==> src/rtl/fmul_if.sv <==
// Operand-issue / result-writeback handshake bundle for the pipelined FP multiplier.
// The multiplier takes the slave side; the issuer/consumer takes the master side.
interface fmul_if #(
  parameter int EXP_W  = 8,
  parameter int FRAC_W = 23,
  parameter int TAG_W  = 4
);
  localparam int W = 1 + EXP_W + FRAC_W;

  logic             in_valid;
  logic             in_ready;
  logic [TAG_W-1:0] in_tag;
  logic [W-1:0]     srca;
  logic [W-1:0]     srcb;
  logic             out_valid;
  logic             out_ready;
  logic [TAG_W-1:0] out_tag;
  logic [W-1:0]     dst;
  logic [4:0]       flags;

  modport master (
    output in_valid, in_tag, srca, srcb, out_ready,
    input  in_ready, out_valid, out_tag, dst, flags
  );

  modport slave (
    input  in_valid, in_tag, srca, srcb, out_ready,
    output in_ready, out_valid, out_tag, dst, flags
  );
endinterface

==> src/rtl/fpu_fmul_pipe.sv <==
// Parametrised 3-stage pipelined floating-point multiplier.
// S1: unpack, classify, mantissa multiply, exponent sum.
// S2: normalise and round-to-nearest-even.
// S3: special-case select, pack, output register.
// All stages shift together whenever the output slot is free or being drained.
module fpu_fmul_pipe #(
  parameter int EXP_W  = 8,
  parameter int FRAC_W = 23,
  parameter int TAG_W  = 4
) (
  input  logic  clk,
  input  logic  rst_n,
  fmul_if.slave bus
);

  localparam int W        = 1 + EXP_W + FRAC_W;
  localparam int MW       = FRAC_W + 1;
  localparam int PW       = 2 * MW;
  localparam int EW       = EXP_W + 2;
  localparam int BIAS     = (1 << (EXP_W - 1)) - 1;
  localparam int EXP_MAX  = (1 << EXP_W) - 1;

  localparam logic signed [EW-1:0] C_BIAS = EW'(BIAS);
  localparam logic signed [EW-1:0] C_OVF  = EW'(EXP_MAX);
  localparam logic signed [EW-1:0] C_ZERO = '0;

  localparam logic [W-1:0] C_QNAN = {1'b0, {EXP_W{1'b1}}, 1'b1, {(FRAC_W-1){1'b0}}};

  // Operand class summary carried down the pipe; priority is resolved in S3.
  typedef struct packed {
    logic nan;
    logic inv;
    logic inf;
    logic zero;
  } special_t;

  // ---------------------------------------------------------------- control
  logic w_advance;
  assign w_advance    = !bus.out_valid || bus.out_ready;
  assign bus.in_ready = w_advance;

  // ---------------------------------------------------------------- S1 comb
  logic              w_sign_a, w_sign_b;
  logic [EXP_W-1:0]  w_exp_a, w_exp_b;
  logic [FRAC_W-1:0] w_frac_a, w_frac_b;
  logic              w_nan_a, w_nan_b, w_inf_a, w_inf_b, w_zero_a, w_zero_b;
  logic [PW-1:0]     w_prod;
  logic signed [EW-1:0] w_exp_sum;
  special_t          w_special;

  assign w_sign_a = bus.srca[W-1];
  assign w_sign_b = bus.srcb[W-1];
  assign w_exp_a  = bus.srca[W-2 -: EXP_W];
  assign w_exp_b  = bus.srcb[W-2 -: EXP_W];
  assign w_frac_a = bus.srca[FRAC_W-1:0];
  assign w_frac_b = bus.srcb[FRAC_W-1:0];

  assign w_nan_a  = (&w_exp_a) && (|w_frac_a);
  assign w_nan_b  = (&w_exp_b) && (|w_frac_b);
  assign w_inf_a  = (&w_exp_a) && !(|w_frac_a);
  assign w_inf_b  = (&w_exp_b) && !(|w_frac_b);
  // Denormals are flushed to zero on input, so exp==0 alone means zero.
  assign w_zero_a = (w_exp_a == '0);
  assign w_zero_b = (w_exp_b == '0);

  assign w_special = {
    w_nan_a || w_nan_b,
    (w_inf_a && w_zero_b) || (w_zero_a && w_inf_b),
    w_inf_a || w_inf_b,
    w_zero_a || w_zero_b
  };

  assign w_prod    = PW'({1'b1, w_frac_a}) * PW'({1'b1, w_frac_b});
  assign w_exp_sum = $signed({2'b00, w_exp_a}) + $signed({2'b00, w_exp_b}) - C_BIAS;

  // ---------------------------------------------------------------- S1 regs
  logic                 r_s1_valid;
  logic [TAG_W-1:0]     r_s1_tag;
  logic                 r_s1_sign;
  special_t             r_s1_special;
  logic [PW-1:0]        r_s1_prod;
  logic signed [EW-1:0] r_s1_exp;

  // ---------------------------------------------------------------- S2 comb
  logic [PW-2:0]        w_norm;
  logic [FRAC_W-1:0]    w_frac_trunc;
  logic                 w_guard, w_rest, w_round_up, w_carry, w_n;
  logic [FRAC_W-1:0]    w_frac_rnd;
  logic signed [EW-1:0] w_exp_norm;

  // Leading one is at bit PW-1 or PW-2; align it to PW-1 and drop it.
  assign w_n          = r_s1_prod[PW-1];
  assign w_norm       = w_n ? r_s1_prod[PW-2:0] : {r_s1_prod[PW-3:0], 1'b0};
  assign w_frac_trunc = w_norm[PW-2 -: FRAC_W];
  assign w_guard      = w_norm[FRAC_W];
  assign w_rest       = |w_norm[FRAC_W-1:0];
  assign w_round_up   = w_guard && (w_rest || w_frac_trunc[0]);
  // A carry out of the fraction means it was all ones; the wrapped-to-zero
  // fraction is then exactly the renormalised 1.000... mantissa.
  assign {w_carry, w_frac_rnd} = {1'b0, w_frac_trunc} + (FRAC_W+1)'(w_round_up);
  assign w_exp_norm   = r_s1_exp
                      + $signed({{(EW-1){1'b0}}, w_n})
                      + $signed({{(EW-1){1'b0}}, w_carry});

  // ---------------------------------------------------------------- S2 regs
  logic                 r_s2_valid;
  logic [TAG_W-1:0]     r_s2_tag;
  logic                 r_s2_sign;
  special_t             r_s2_special;
  logic [FRAC_W-1:0]    r_s2_frac;
  logic signed [EW-1:0] r_s2_exp;
  logic                 r_s2_inexact;

  // ---------------------------------------------------------------- S3 comb
  logic [W-1:0] w_res;
  logic [4:0]   w_flags;

  // Special-case priority, then overflow / flush-to-zero, else the rounded number.
  always_comb begin
    // NOTE: every output gets a default first so no path can leave it unassigned and infer a latch.
    w_res   = {r_s2_sign, r_s2_exp[EXP_W-1:0], r_s2_frac};
    w_flags = {3'b000, r_s2_inexact, 1'b0};
    if (r_s2_special.nan) begin
      w_res   = C_QNAN;
      w_flags = 5'b00001;
    end else if (r_s2_special.inv) begin
      w_res   = C_QNAN;
      w_flags = 5'b10000;
    end else if (r_s2_special.inf) begin
      w_res   = {r_s2_sign, {EXP_W{1'b1}}, {FRAC_W{1'b0}}};
      w_flags = 5'b00000;
    end else if (r_s2_special.zero) begin
      w_res   = {r_s2_sign, {(W-1){1'b0}}};
      w_flags = 5'b00000;
    end else if (r_s2_exp >= C_OVF) begin
      w_res   = {r_s2_sign, {EXP_W{1'b1}}, {FRAC_W{1'b0}}};
      w_flags = 5'b01010;
    end else if (r_s2_exp <= C_ZERO) begin
      w_res   = {r_s2_sign, {(W-1){1'b0}}};
      w_flags = 5'b00110;
    end
  end

  // ---------------------------------------------------------------- out regs
  logic             r_out_valid;
  logic [W-1:0]     r_dst;
  logic [TAG_W-1:0] r_out_tag;
  logic [4:0]       r_flags;

  // Stage valids and the visible output register; reset discards everything in flight.
  always_ff @(posedge clk or negedge rst_n) begin
    if (!rst_n) begin
      // NOTE: sequential state uses non-blocking assignments so every register samples pre-edge values.
      r_s1_valid  <= 1'b0;
      r_s2_valid  <= 1'b0;
      r_out_valid <= 1'b0;
      r_dst       <= '0;
      r_out_tag   <= '0;
      r_flags     <= '0;
    end else if (w_advance) begin
      r_s1_valid  <= bus.in_valid;
      r_s2_valid  <= r_s1_valid;
      r_out_valid <= r_s2_valid;
      if (r_s2_valid) begin
        r_dst     <= w_res;
        r_out_tag <= r_s2_tag;
        r_flags   <= w_flags;
      end
    end
  end

  // Pipeline datapath registers, loaded only when a valid op moves into the stage.
  // NOTE: these carry no reset; the stage valid bits alone decide whether they are meaningful.
  always_ff @(posedge clk) begin
    if (w_advance && bus.in_valid) begin
      r_s1_tag     <= bus.in_tag;
      r_s1_sign    <= w_sign_a ^ w_sign_b;
      r_s1_special <= w_special;
      r_s1_prod    <= w_prod;
      r_s1_exp     <= w_exp_sum;
    end
    if (w_advance && r_s1_valid) begin
      r_s2_tag     <= r_s1_tag;
      r_s2_sign    <= r_s1_sign;
      r_s2_special <= r_s1_special;
      r_s2_frac    <= w_frac_rnd;
      r_s2_exp     <= w_exp_norm;
      r_s2_inexact <= w_guard || w_rest;
    end
  end

  assign bus.out_valid = r_out_valid;
  assign bus.dst       = r_dst;
  assign bus.out_tag   = r_out_tag;
  assign bus.flags     = r_flags;

endmodule

==> src/flat_wrapper.sv <==
// flat-port wrapper written by rule: the top's interface ports become plain ports
module fpu_fmul_pipe_flat 
#(
  parameter int EXP_W  = 8,
  parameter int FRAC_W = 23,
  parameter int TAG_W  = 4
)
  (clk, rst_n, bus_in_valid, bus_in_tag, bus_srca, bus_srcb, bus_out_ready, bus_in_ready, bus_out_valid, bus_out_tag, bus_dst, bus_flags);
  fmul_if #(.EXP_W(EXP_W), .FRAC_W(FRAC_W), .TAG_W(TAG_W)) bus_i ();
  input  logic clk;
  input  logic rst_n;
  input wire logic [$bits(bus_i.in_valid)-1:0] bus_in_valid;
  input wire logic [$bits(bus_i.in_tag)-1:0] bus_in_tag;
  input wire logic [$bits(bus_i.srca)-1:0] bus_srca;
  input wire logic [$bits(bus_i.srcb)-1:0] bus_srcb;
  input wire logic [$bits(bus_i.out_ready)-1:0] bus_out_ready;
  output wire logic [$bits(bus_i.in_ready)-1:0] bus_in_ready;
  output wire logic [$bits(bus_i.out_valid)-1:0] bus_out_valid;
  output wire logic [$bits(bus_i.out_tag)-1:0] bus_out_tag;
  output wire logic [$bits(bus_i.dst)-1:0] bus_dst;
  output wire logic [$bits(bus_i.flags)-1:0] bus_flags;
  assign bus_i.in_valid = bus_in_valid;
  assign bus_i.in_tag = bus_in_tag;
  assign bus_i.srca = bus_srca;
  assign bus_i.srcb = bus_srcb;
  assign bus_i.out_ready = bus_out_ready;
  assign bus_in_ready = bus_i.in_ready;
  assign bus_out_valid = bus_i.out_valid;
  assign bus_out_tag = bus_i.out_tag;
  assign bus_dst = bus_i.dst;
  assign bus_flags = bus_i.flags;
  fpu_fmul_pipe #(.EXP_W(EXP_W), .FRAC_W(FRAC_W), .TAG_W(TAG_W)) u_core (.clk(clk), .rst_n(rst_n), .bus(bus_i));
endmodule
==> config.mk <==
export PLATFORM = sky130hd
export DESIGN_NAME = fpu_fmul_pipe_flat
export DESIGN_NICKNAME = d
export VERILOG_FILES = /design/src/rtl/fmul_if.sv /design/src/rtl/fpu_fmul_pipe.sv /design/src/flat_wrapper.sv
export SDC_FILE = /design/constraint.sdc
export NUM_CORES = 2
export LEC_CHECK = 0
export CAP_MARGIN = 10
export CELL_PAD_IN_SITES_DETAIL_PLACEMENT = 0
export CELL_PAD_IN_SITES_GLOBAL_PLACEMENT = 1
export CORE_MARGIN = 2
export CORE_UTILIZATION = 50
export DETAILED_ROUTE_END_ITERATION = 6
export PLACE_DENSITY = 0.89
export SLEW_MARGIN = 40
export SYNTH_ARGS = -nofsm -noshare
export SYNTH_HDL_FRONTEND = slang
export SYNTH_SLANG_ARGS = --single-unit
==> constraint.sdc <==
create_clock -name clk -period 7 [get_ports clk]
set_input_delay 2.1 -clock clk [delete_from_list [all_inputs] [get_ports clk]]
set_output_delay 2.1 -clock clk [all_outputs]
set_load 0.03 [all_outputs]
==> out/qor.yml <==
dr.pass1.iters: 7
path_class: "primary input to flip-flop"
ys_seq_area_frac: 0.172
dr.first_iter.drc_count: 1607
slew_violations: 0
critPathCapture: "u_core.r_s1_prod[37]$_DFFE_PP_"
seqCellArea_um2: 4400
async_flop_share: 0.286
cts_max_path_buffers: 2
cp.required_ps: 7170
diodes: 0
cts_buffers: 17
drc_errors: 0
syn_inst: 2686
place_congestion: 0.952
avgViaCountPerCell: 5.47
final-setup-viol-count: 35
synth_cell_types: 74
syn_area_um2: 25600
syn_area_per_cell_um2: 9.55
final_core_util: 0.670
final_common_cell: "inv_1"
nets: 3920
grt-ovfl-total: 0
mostFrequentLayoutCells: "inv_1 (493), fa_1 (425), buf_4 (322)"
ys_warn_count: 0
grt_max_degree: 45
worst_slack_ps: -1000
cp_max_fo: 5
cts_tree: "built"
fillers: 3696
dpl.hpwl_um: 59200
rrSetupSlack_ps: 2980
fin_area_um2: 34100
r2r-start: "u_core.r_s1_prod[47]$_DFFE_PP_"
max_freq_mhz: 125
r2r_cells: 12
port_buffers: 114
worst_pin_slew_ps: 736
hold_class: "flip-flop to flip-flop"
die_y_um: 230
drtAntennaViolNets: 0
fin_crit_sh: 1.14
h-tree-depth: 4
core_um2: 51000
syn_to_final_growth_pct: 33.1
whs_ps: 418
status: "complete, but fails checks"
finalHoldViolCount: 0
wl_per_cell_um: 21.2
vias: 21200
worstReg2RegEnd: "u_core.r_s2_exp[9]$_DFFE_PP_"
rsz0062_at_grt: "true"
startpoint: "bus_srca[9]"
ioPinCount: 115
worstSkewPairLatency_ps: 430
cts.sinks: 154
start_util: 0.503
synth-seq-cells: 154
violations: "setup timing"
cap_violations: 0
grt_pass1_wl_um: 125000
clk_pin_slew_ps: 60
grt_antenna_before_repair: 0
first_global_vias: 22800
fin_skew_ps: 9.49
syn_nets: 3426
fin_crit_ps: 8000
place_area_um2: 30300
relSlewSlack: 0.510
totalWireLength_um: 82200
row_count: 83
fp.dieW_um: 230
crit_path_end_kind: "flip-flop"
synth_edf_count: 110
multiInputGateArea_um2: 19900
grt_usage: 0.308
cts_root_buffer: "clkbuf_16"
die-area_um2: 53100
synth_ff_type: "edfxtp_1"
arrival_ps: 8170
setup.worst_path.start_class: "primary input"
drive_gt1_frac: 0.299
-- per-stage QoR --
step,setup TNS (ps),setup WS (ps),instances
2_1_floorplan,-18450,-934,2686
3_3_place_gp,-51080,-1840,3669
3_5_place_dp,-53430,-1920,3669
4_1_cts,-23660,-964,3847
5_1_grt,-27040,-1080,3873
6_report,-23040,-1000,3873
-- state kept, by name, summed over array words and instances (netlist names), 4 cells and up --
name and count:
u_core.bus.dst 32, u_core.bus.flags 5, u_core.bus.out_tag 4, u_core.r_s1_exp 10
u_core.r_s1_prod 48, u_core.r_s1_special 4, u_core.r_s1_tag 4, u_core.r_s2_exp 10
u_core.r_s2_frac 23, u_core.r_s2_special 4, u_core.r_s2_tag 4
-- worst max-delay path, cell delays in order --
cell and delay, ps:
buf_12 110, buf_12 130, buf_12 140, buf_12 120, and2_4 130, fa_1 470, inv_1 50, fa_1 490
inv_2 50, fa_1 540, ha_2 170, inv_2 30, fa_1 480, inv_2 40, fa_2 570, fa_1 470
ha_4 290, a21oi_2 160, o21ai_1 80, a221o_1 330, a221oi_2 400, o21ai_2 160, a311o_1 360, buf_4 140
xor2_1 130
-- repair_timing --
item	CTS	global route
buffers inserted	132	43
pin swaps	165	211
gates resized for setup	389	339
gates cloned	17	1
hold buffers	0	0
endpoints found under the setup margin	39	38
-- cells by family (layout without fill, tap and decap cells) --
kind of cell / Yosys count / in the layout / synth area share
mux: 13 / 13 / 0.00581
fa+ha+maj: 668 / 668 / 0.468
flops: 154 / 154 / 0.172
buf+inv: 707 / 1214 / 0.105
simple gates: 816 / 816 / 0.157
compound gates: 237 / 237 / 0.0618
xor+xnor: 91 / 91 / 0.0311
-- cell usage after synthesis (all sizes together) (17+ instances only) --
cell,count,area share
nor4,27,0.0066
a21oi,76,0.016
nand4,21,0.0051
o21ai,50,0.0099
a22o,22,0.0075
ha,184,0.090
xnor2,51,0.017
fa,484,0.38
edfxtp,110,0.13
a21o,17,0.0050
clkbuf,110,0.017
xor2,40,0.014
nand2,347,0.051
and2,255,0.062
inv,584,0.085
dfrtp,44,0.043
nand3,33,0.0064
nor2,76,0.011
-- layer usage --
layer,vias to the layer above,global-route usage,part of all wire
li1,9223,-,-
met1,10600,0.383,0.37
met4,0,0.157,0.066
met5,-,0,0
met2,1082,0.511,0.47
met3,328,0.0608,0.091
-- worst min-delay path by stage --
stage                                             endpoint  slack (ps)  cells after the start                        startpoint
after floorplan                 u_core.r_s2_sign$_DFFE_PP_         400                      0        u_core.r_s1_sign$_DFFE_PP_
after global placement    u_core.r_s2_special[0]$_DFFE_PP_         400                      0  u_core.r_s1_special[0]$_DFFE_PP_
after detailed placement  u_core.r_s2_special[0]$_DFFE_PP_         400                      0  u_core.r_s1_special[0]$_DFFE_PP_
after CTS                 u_core.r_s2_special[0]$_DFFE_PP_         420                      0  u_core.r_s1_special[0]$_DFFE_PP_
after global routing      u_core.r_s2_special[1]$_DFFE_PP_         420                      0  u_core.r_s1_special[1]$_DFFE_PP_
final                     u_core.r_s2_special[0]$_DFFE_PP_         420                      0  u_core.r_s1_special[0]$_DFFE_PP_
-- area by class of cell --
class,instances,area share
Clock buffer,17,0.0125
Inverter,588,0.0656
Clock inverter,15,0.00513
Sequential cell,154,0.129
Tap cell,680,0.0249
Multi-Input combinational cell,1825,0.584
Timing Repair Buffer,594,0.179
Power is not shown: default switching activity piles up to over one toggle a cycle in this logic, so the estimate is an artifact.
